==> config.mk <==
export PLATFORM = sky130hd
export DESIGN_NAME = nec_multiplier
export DESIGN_NICKNAME = d
export VERILOG_FILES = /design/src/rtl/nec_multiplier.sv
export SDC_FILE = /design/constraint.sdc
export NUM_CORES = 1
export LEC_CHECK = 0
export CORE_MARGIN = 2
export CORE_UTILIZATION = 65
export DETAILED_ROUTE_END_ITERATION = 7
export DONT_BUFFER_PORTS = 1
export GPL_ROUTABILITY_DRIVEN = 0
export PLACE_DENSITY_LB_ADDON = 0.08
export RECOVER_POWER = 100
export SLEW_MARGIN = 10
export SYNTH_ARGS = -nofsm -noshare
export SYNTH_HDL_FRONTEND = slang
export SYNTH_SLANG_ARGS = --single-unit
==> constraint.sdc <==
create_clock -name clk -period 4.6 [get_ports clk]
set_clock_uncertainty 0.2 [all_clocks]
set_input_delay 0.92 -clock clk [delete_from_list [all_inputs] [get_ports clk]]
set_output_delay 0.92 -clock clk [all_outputs]
set_load 0.005 [all_outputs]
==> src/rtl/nec_multiplier.sv <==
// Sequential shift-add multiplier for MUL/IMUL: wide (WIDTH x WIDTH) or byte (WIDTH/2 x WIDTH/2),
// signed or unsigned, one product bit per clock-enabled cycle, with overflow for CY/OV.
//
// state | meaning
// IDLE  | no operation in flight; result/overflow hold last completed product
// RUN   | shift-add iterations in progress, one per ce edge
module nec_multiplier #(
  parameter int WIDTH = 16
) (
  input  logic               clk,
  input  logic               reset_n,
  input  logic               ce,
  input  logic               start,
  input  logic               wide,
  input  logic               is_signed,
  input  logic [WIDTH-1:0]   a,
  input  logic [WIDTH-1:0]   b,
  output logic               busy,
  output logic               done,
  output logic               overflow,
  output logic [2*WIDTH-1:0] result
);

  localparam int HALF = WIDTH / 2;
  localparam int CW   = $clog2(WIDTH);

  typedef enum logic {
    IDLE = 1'b0,
    RUN  = 1'b1
  } state_t;

  state_t             r_state;
  state_t             w_state_nxt;
  logic               w_load;
  logic               w_step;
  logic               w_finish;

  logic               r_wide;
  logic               r_signed;
  logic               r_neg;
  logic [WIDTH-1:0]   r_mcand;
  logic [WIDTH-1:0]   r_mplier;
  logic [WIDTH:0]     r_acc;
  logic [CW-1:0]      r_count;
  logic               r_done;
  logic               r_overflow;
  logic [2*WIDTH-1:0] r_result;

  logic               w_a_neg;
  logic               w_b_neg;
  logic [WIDTH-1:0]   w_a_mag;
  logic [WIDTH-1:0]   w_b_mag;
  logic               w_last;
  logic [WIDTH-1:0]   w_addend;
  logic [WIDTH:0]     w_sum;
  logic [WIDTH:0]     w_acc_nxt;
  logic [WIDTH-1:0]   w_mcand_nxt;
  logic [2*WIDTH-1:0] w_prod;
  logic [2*WIDTH-1:0] w_res_nxt;
  logic               w_ov_nxt;

  // Operand magnitudes in the selected width; the most-negative value maps onto itself as unsigned.
  always_comb begin
    w_a_neg = is_signed & (wide ? a[WIDTH-1] : a[HALF-1]);
    w_b_neg = is_signed & (wide ? b[WIDTH-1] : b[HALF-1]);
    if (wide) begin
      w_a_mag = w_a_neg ? (~a + WIDTH'(1)) : a;
      w_b_mag = w_b_neg ? (~b + WIDTH'(1)) : b;
    end else begin
      w_a_mag = {{HALF{1'b0}}, (w_a_neg ? (~a[HALF-1:0] + HALF'(1)) : a[HALF-1:0])};
      w_b_mag = {{HALF{1'b0}}, (w_b_neg ? (~b[HALF-1:0] + HALF'(1)) : b[HALF-1:0])};
    end
  end

  assign w_last = r_wide ? (r_count == CW'(WIDTH - 1)) : (r_count == CW'(HALF - 1));

  always_comb begin
    w_state_nxt = r_state;
    w_load      = 1'b0;
    w_step      = 1'b0;
    w_finish    = 1'b0;
    if (ce) begin
      if (start) begin
        w_load      = 1'b1;
        w_state_nxt = RUN;
      end else if (r_state == RUN) begin
        w_step = 1'b1;
        if (w_last) begin
          w_finish    = 1'b1;
          w_state_nxt = IDLE;
        end
      end
    end
  end

  always_ff @(posedge clk or negedge reset_n) begin
    if (!reset_n) r_state <= IDLE;
    else          r_state <= w_state_nxt;
  end

  // One shift-add step; the final step's outcome feeds the result directly.
  always_comb begin
    w_addend  = r_mcand[0] ? r_mplier : '0;
    w_sum     = r_acc + {1'b0, w_addend};
    w_acc_nxt = {1'b0, w_sum[WIDTH:1]};
    if (r_wide) w_mcand_nxt = {w_sum[0], r_mcand[WIDTH-1:1]};
    else        w_mcand_nxt = {{HALF{1'b0}}, w_sum[0], r_mcand[HALF-1:1]};
  end

  always_comb begin
    if (r_wide) begin
      w_prod    = {w_acc_nxt[WIDTH-1:0], w_mcand_nxt};
      w_res_nxt = r_neg ? (~w_prod + (2*WIDTH)'(1)) : w_prod;
      if (r_signed) w_ov_nxt = (w_res_nxt[2*WIDTH-1:WIDTH] != {WIDTH{w_res_nxt[WIDTH-1]}});
      else          w_ov_nxt = |w_res_nxt[2*WIDTH-1:WIDTH];
    end else begin
      w_prod    = {{WIDTH{1'b0}}, w_acc_nxt[HALF-1:0], w_mcand_nxt[HALF-1:0]};
      w_res_nxt = {{WIDTH{1'b0}}, (r_neg ? (~w_prod[WIDTH-1:0] + WIDTH'(1)) : w_prod[WIDTH-1:0])};
      if (r_signed) w_ov_nxt = (w_res_nxt[WIDTH-1:HALF] != {HALF{w_res_nxt[HALF-1]}});
      else          w_ov_nxt = |w_res_nxt[WIDTH-1:HALF];
    end
  end

  always_ff @(posedge clk or negedge reset_n) begin
    if (!reset_n) begin
      r_wide     <= 1'b0;
      r_signed   <= 1'b0;
      r_neg      <= 1'b0;
      r_mcand    <= '0;
      r_mplier   <= '0;
      r_acc      <= '0;
      r_count    <= '0;
      r_done     <= 1'b0;
      r_overflow <= 1'b0;
      r_result   <= '0;
    end else if (ce) begin
      r_done <= 1'b0;
      if (w_load) begin
        r_wide     <= wide;
        r_signed   <= is_signed;
        r_neg      <= w_a_neg ^ w_b_neg;
        r_mcand    <= w_a_mag;
        r_mplier   <= w_b_mag;
        r_acc      <= '0;
        r_count    <= '0;
        r_overflow <= 1'b0;
      end else if (w_step) begin
        r_acc   <= w_acc_nxt;
        r_mcand <= w_mcand_nxt;
        r_count <= r_count + CW'(1);
        if (w_finish) begin
          r_done     <= 1'b1;
          r_result   <= w_res_nxt;
          r_overflow <= w_ov_nxt;
        end
      end
    end
  end

  assign busy     = (r_state == RUN);
  assign done     = r_done;
  assign overflow = r_overflow;
  assign result   = r_result;

endmodule
==> results of run 1 <==
-- synth_stat cells, types with 9 or more instances --
| cell type | n | area (µm²) |
|---|---|---|
| a211oi_1 | 9 | 67.56 |
| a21o_1 | 9 | 67.56 |
| a21oi_1 | 43 | 215.2 |
| a22o_1 | 18 | 157.7 |
| and2_1 | 21 | 131.4 |
| clkbuf_1 | 37 | 138.9 |
| dfrtp_1 | 90 | 2252 |
| ha_1 | 20 | 250.2 |
| inv_1 | 17 | 63.81 |
| mux2i_1 | 11 | 110.1 |
| nand2_1 | 95 | 356.6 |
| nand2b_1 | 9 | 56.30 |
| nand3_1 | 25 | 125.1 |
| nor2_1 | 45 | 168.9 |
| nor3_1 | 17 | 85.08 |
| o211ai_1 | 10 | 75.07 |
| o21a_1 | 11 | 82.58 |
| o21ai_0 | 88 | 440.4 |
| o22ai_1 | 11 | 68.82 |
| o31ai_1 | 9 | 67.56 |
| or3_1 | 15 | 93.84 |
| xnor2_1 | 40 | 350.3 |
| xor2_1 | 25 | 219.0 |
-- area by class of cell --
cell class	count	area share, %
clock inverter	5	0.5237
multi-input combinational	661	61.84
sequential	90	31.42
tap	136	2.374
clock buffer	11	1.972
inverter	18	0.9426
timing repair buffer	10	0.9251
-- metal layers --
metal	global-route usage [%]	up-vias	wire, µm
li1	-	2944	-
met1	43.07	2857	7720
met2	48.55	248	7957
met3	6.626	43	1263
met4	11.13	0	421
met5	0	-	0
-- stage by stage --
step                      instance area, µm²  worst slack (ns)
after global routing                    7168           0.03624
after CTS                               7151            0.2832
final                                   7168            0.3198
after detailed placement                6972            0.3077
after global placement                  6972            0.4707
after floorplan                         6927            0.6863
-- where the power goes --
group	total, mW	switching, mW	internal [mW]	leakage (nW)
Combinational	1.06	0.655	0.408	1.69
Sequential	0.953	0.0884	0.865	1.20
Clock	0.520	0.306	0.214	0.0859
-- critical path, stage by stage (launching register included) --
cell      delay, ns
dfrtp_1        0.51
and2_0         0.20
ha_1           0.46
o21ai_1        0.15
nor2_1         0.57
o22ai_1        0.25
nor3_4         0.46
a31oi_1        0.16
xor2_1         0.19
or4_1          0.54
a221oi_1       0.27
o21a_1         0.15
a21oi_1        0.05
-- flip-flops by register name (all words and copies together) (netlist names) --
signal / count
done: 1
r_mcand: 16
r_neg: 1
result: 32
r_mplier: 16
r_wide: 1
r_count: 4
busy: 1
overflow: 1
r_acc: 16
r_signed: 1
-- path summary, 6_finish.rpt --
kind	start	to	slack [ns]	depth (start not counted)
setup / recovery	r_mcand[0]$_DFFE_PN0P_	overflow$_DFFE_PN0P_	0.32	12
hold / removal	reset_n	r_acc[15]$_DFFE_PN0P_	0.03	0
setup reg to reg	r_mcand[0]$_DFFE_PN0P_	overflow$_DFFE_PN0P_	0.32	12
hold reg to reg	r_mplier[3]$_DFFE_PN0P_	r_mplier[3]$_DFFE_PN0P_	0.28	2
max in group asynchronous	reset_n	r_acc[9]$_DFFE_PN0P_	3.36	1
min in group clk	r_mplier[3]$_DFFE_PN0P_	r_mplier[3]$_DFFE_PN0P_	0.28	2
-- what timing repair did --
| item | 4_1_cts | 5_1_grt |
|---|---|---|
| resized for setup | 0 | 5 |
| endpoints found under the hold margin | 0 | 5 |
| endpoints found under the setup margin | 0 | 1 |
| setup buffers | 0 | 1 |
| hold buffers | 0 | 1 |
-- logic make-up after synthesis --
| logic type | count (synthesis) | synth area share (%) |
|---|---|---|
| adders and majority gates | 21 | 3.902 |
| and+or+nand+nor | 286 | 21.93 |
| AOI/OAI and AO/OA | 274 | 27.49 |
| xor gates and xnor gates | 65 | 8.219 |
| muxes | 15 | 2.240 |
| buffers and inverters | 64 | 3.703 |
| DFF | 90 | 32.51 |
==> metrics.cfg, run 1 <==
[worst_setup_path]
start_kind = flop
required_ns = 4.66
cp_max_fo = 17
cp.arrival_ns = 4.34
cp-end-kind = flop
critPathKind = reg2reg

[clocking]
clk_latency_ns = 0.39
clock_sinks = 90
htree_levels = 3
clockBufferDepth = 2
path_clk_slew_ns = 0.10
cts_root_buf = clkbuf_8
numCtsBuffers = 9
cts_tree = built

[logic_synthesis]
ys_ff_latch = 90
synth-seq-area-share_pct = 32.51
synth_cell_types = 90
synth_area_um2 = 6927
syn_area_per_cell_um2 = 8.499
syn_nets = 874
yosysWarnings = 0
synth_edf_count = 0
synth_cells = 815
async_flop_share_pct = 100.0
ys_dominant_reg_cell = dfrtp_1

[finish]
final_cell_mix = 95 x nand2_1, 90 x dfrtp_1, 88 x o21ai_0, 46 x nor2_1, 43 x a21oi_1
final_cells = 931
fill_cells = 861
seq_area_um2 = 2252
drive_above_1_share_pct = 7.421
final_common_cell = nand2_1
final_nets = 849
multi_input_area_um2 = 4433
syn_to_final_growth_pct = 3.486
insertedDiodeCount = 0
finish.utilization_pct = 69.43

[pwr]
p_total_mw = 2.536
peakVddDrop_uv = 171.8
leakage_nw = 2.971
p_per_area_nw_per_um2 = 353.8

[flow_run]
cap_violations = 0

[sta]
slew_viol_final = 0
relSlewSlack_pct = 17.90
hold_violations = 0
period_share_pct = 93.05
worst_pin_slew_ns = 1.231
setup_viol = 0
period_minus_slack_ns = 4.280
fmax_ghz = 0.2336
rsz0062_at_grt = no
finalSetupTns_ns = 0
fin_hold_ws_ns = 0.02698

[grt]
antenna_found_initial = 0
grt_pass1_vias = 5855
grt.total_usage_pct = 31.24
grt_pass1_wl_mm = 28.63
grt_max_degree = 91
grt_remaining_overflow = 0

[drt]
ant_nets = 0
drt_iter0_drc = 491
wirelength_mm = 17.36
drt-vias-per-instance = 6.544
drt_pre_antenna_iters = 8
wl_per_cell_um = 18.65
num_vias = 6092
drcViolationCount = 0

[floorplanning]
core_region_area_um2 = 10320
boundaryPins = 73
rows = 37
die-area_um2 = 11500
fp.dieW_um = 107.2
dieHeight_um = 107.2
start_util_pct = 67.09

[placement]
placed_cells = 913
hpwl_mm = 13.10
io_buffer_count = 0

[outcome]
status = completed

[hold_path]
min_path_type = in2async

(Power assumes the default switching activity.)
==> run 2, diff against run 1 <==
Settings changed: CORE_ASPECT_RATIO set to 0.6, CORE_MARGIN 2 to 10.
==> run 2 against run 1 <==
Sequential share of layout area shrank 0.54 points. Maximum frequency decreased by 1.2%. Core utilization up 0.12 points. Cell count is 0.21% higher. Final area increased by 1.7%. Via count rose by 3.2%. Largest power group unchanged. Setup slack lost 0.050 ns. Critical path type unchanged. Die area increased by 33%. Non-clock buffer count down 1. The run now ends with max-capacitance violations, max-slew violations left. Clock-buffer cell count down 2. Highest routed layer is now met5. Largest cell class unchanged.
==> metrics.cfg, run 2 (same netlist as run 1, synthesis figures left out) <==
[outcome]
status = finished with violations  ; was completed
violations = max-capacitance violations, max-slew violations

[worst_setup_path]
start_kind = flop  ; unchanged
rr_endpoint = overflow$_DFFE_PN0P_  ; unchanged
slowest_delay_ns = 0.55  ; was 0.57 ns
crit_cells = 12  ; unchanged
critPathKind = reg2reg  ; unchanged
cp_max_fo = 17  ; unchanged
critPathCapture = overflow$_DFFE_PN0P_  ; unchanged
path_buf_inv = 0  ; unchanged
critPathLaunch = r_mcand[0]$_DFFE_PN0P_  ; unchanged
cp-end-kind = flop  ; unchanged
reg2reg_slack_ns = 0.27  ; was 0.32 ns
crit_chain = and2_0 > ha_1 > o21ai_1 > nor2_1 > o22ai_1 > nor3_4 > a31oi_1 > xor2_1 > or4_1 > a221oi_1 > o21a_1 > a21oi_1  ; unchanged
required_ns = 4.65  ; was 4.66 ns
reg2reg_depth = 12  ; unchanged
cp.arrival_ns = 4.38  ; was 4.34 ns
cp_top_family = simple AND/OR/NAND/NOR gates  ; unchanged
rr_startpoint = r_mcand[0]$_DFFE_PN0P_  ; unchanged
slowest_stage = nor2_1  ; unchanged

[floorplanning]
core_region_area_um2 = 10490  ; was 10320 µm²
fp.dieW_um = 153.3  ; was 107.2 µm
dieHeight_um = 99.96  ; was 107.2 µm
die-area_um2 = 15320  ; was 11500 µm²
start_util_pct = 66.05  ; was 67.09%
boundaryPins = 73  ; unchanged
rows = 29  ; was 37

[clocking]
holdBufCountCts = 0  ; unchanged
cts_tree = built  ; unchanged
htree_levels = 3  ; unchanged
clock_sinks = 90  ; unchanged
clk_latency_ns = 0.36  ; was 0.39 ns
clockBufferDepth = 2  ; unchanged
numCtsBuffers = 9  ; unchanged
cts_root_buf = clkbuf_16  ; was clkbuf_8
path_clk_slew_ns = 0.07  ; was 0.10 ns

[grt]
grt.total_usage_pct = 24.62  ; was 31.24%
grt_remaining_overflow = 0  ; unchanged
antenna_found_initial = 1  ; was 0
grt_pass1_wl_mm = 31.26  ; was 28.63 mm
grt_pass1_vias = 5885  ; was 5855
grt_max_degree = 91  ; unchanged

[drt]
ant_nets = 0  ; unchanged
wl_per_cell_um = 20.94  ; was 18.65 µm
drt_iter0_drc = 541  ; was 491
drt-vias-per-instance = 6.738  ; was 6.544
num_vias = 6287  ; was 6092
wirelength_mm = 19.54  ; was 17.36 mm
drcViolationCount = 0  ; unchanged
drt_pre_antenna_iters = 5  ; was 8

[placement]
hpwl_mm = 14.79  ; was 13.10 mm
dpl_cell_area_um2 = 6975  ; was 6972 µm²
pre_cts_slack_ns = 0.2966  ; was 0.3077 ns
io_buffer_count = 0  ; unchanged

[pwr]
peakVddDrop_uv = 279.2  ; was 171.8 µV
p_sw_share_pct = 39.66  ; was 41.38%
p_per_area_nw_per_um2 = 387.0  ; was 353.8 nW/µm²
power_frac_clock_pct = 27.1  ; was 20.5%
combPwrFrac_pct = 38.9  ; was 41.9%
seqPwrFrac_pct = 34.1  ; was 37.6%
p_int_mw = 1.703  ; was 1.487 mW
p_switching_mw = 1.120  ; was 1.049 mW
leakage_nw = 3.030  ; was 2.971 nW

[sta]
hold_violations = 0  ; unchanged
relSlewSlack_pct = -50.66  ; was 17.90%
fmax_ghz = 0.2309  ; was 0.2336 GHz
slew_viol_final = 51  ; was 0
setup_viol = 0  ; unchanged
setup_ws_ns = 0.2700  ; was 0.3198 ns
period_share_pct = 94.13  ; was 93.05%
period_minus_slack_ns = 4.330  ; was 4.280 ns
worst_pin_slew_ns = 2.260  ; was 1.231 ns

[hold_path]
min_path_type = in2async  ; unchanged

[finish]
drive_above_1_share_pct = 7.809  ; was 7.421%
fin_area_um2 = 7293  ; was 7168 µm²
final_common_cell = nand2_1  ; unchanged
largest_reg_flops = 32  ; unchanged
final_nets = 848  ; was 849
final_cell_mix = 95 x nand2_1, 90 x dfrtp_1, 87 x o21ai_0, 46 x nor2_1, 43 x a21oi_1  ; was 95 x nand2_1, 90 x dfrtp_1, 88 x o21ai_0, 46 x nor2_1, 43 x a21oi_1
syn_to_final_growth_pct = 5.293  ; was 3.486%
insertedDiodeCount = 0  ; unchanged

[flow_run]
cap_violations = 1  ; was 0

run 2: through the flow:
stage               util (%)  power (mW)   TNS, ns  instances  hold slack (ns)
finish                 69.55       2.822         0        933          0.05682
global route           69.55       2.955  -0.01022        933          0.04617
CTS                    69.40       2.784         0        932          0.05246
detailed placement     66.52       2.018         0        916           0.2714
global placement       66.52       1.985         0        916           0.2570
floorplan                  -       1.768         0        815           0.2418
run 2: repair_timing:
action / 4_1_cts / 5_1_grt
setup endpoints to repair: 0 / 1
setup buffers: 0 / 1
resized for setup: 0 / 6
run 2: cell type report:
class                           count  area, µm²
Multi-Input combinational cell    661       4438
Timing Repair Buffer                9      60.06
Clock buffer                        9      225.2
Inverter                           18      67.56
Tap cell                          139      173.9
Sequential cell                    90       2252
Clock inverter                      7      76.32
Fill cell                         835       3193
run 2: worst reg2reg max path, stage by stage (launching register included):
cell	delay, ns
dfrtp_1	0.51
and2_0	0.20
ha_1	0.49
o21ai_1	0.15
nor2_1	0.55
o22ai_1	0.26
nor3_4	0.48
a31oi_1	0.17
xor2_1	0.20
or4_1	0.53
a221oi_1	0.27
o21a_1	0.17
a21oi_1	0.05
run 2: power by group through the flow:
stage | clock [mW] | sequential, mW | combinational, mW
after floorplan | 0 | 0.931 | 0.837
after global placement | 0 | 0.965 | 1.02
after detailed placement | 0 | 0.970 | 1.05
after CTS | 0.770 | 0.956 | 1.06
after global routing | 0.802 | 0.970 | 1.18
final | 0.764 | 0.962 | 1.10
run 2: per-layer routing:
layer	routed length (µm)	track usage (%)
met5	13	0
met4	258	6.423
met3	2819	10.33
met2	7689	33.34
met1	8760	34.89
run 2: worst min-delay path by stage:
stage	end	slack, ns	startpoint
floorplan	r_mplier[0]$_DFFE_PN0P_	0.24	r_mplier[0]$_DFFE_PN0P_
global placement	r_mplier[10]$_DFFE_PN0P_	0.26	r_mplier[10]$_DFFE_PN0P_
detailed placement	r_mplier[11]$_DFFE_PN0P_	0.27	r_mplier[11]$_DFFE_PN0P_
CTS	r_acc[7]$_DFFE_PN0P_	0.05	reset_n
global route	r_mplier[12]$_DFFE_PN0P_	0.05	reset_n
finish	r_mplier[12]$_DFFE_PN0P_	0.06	reset_n
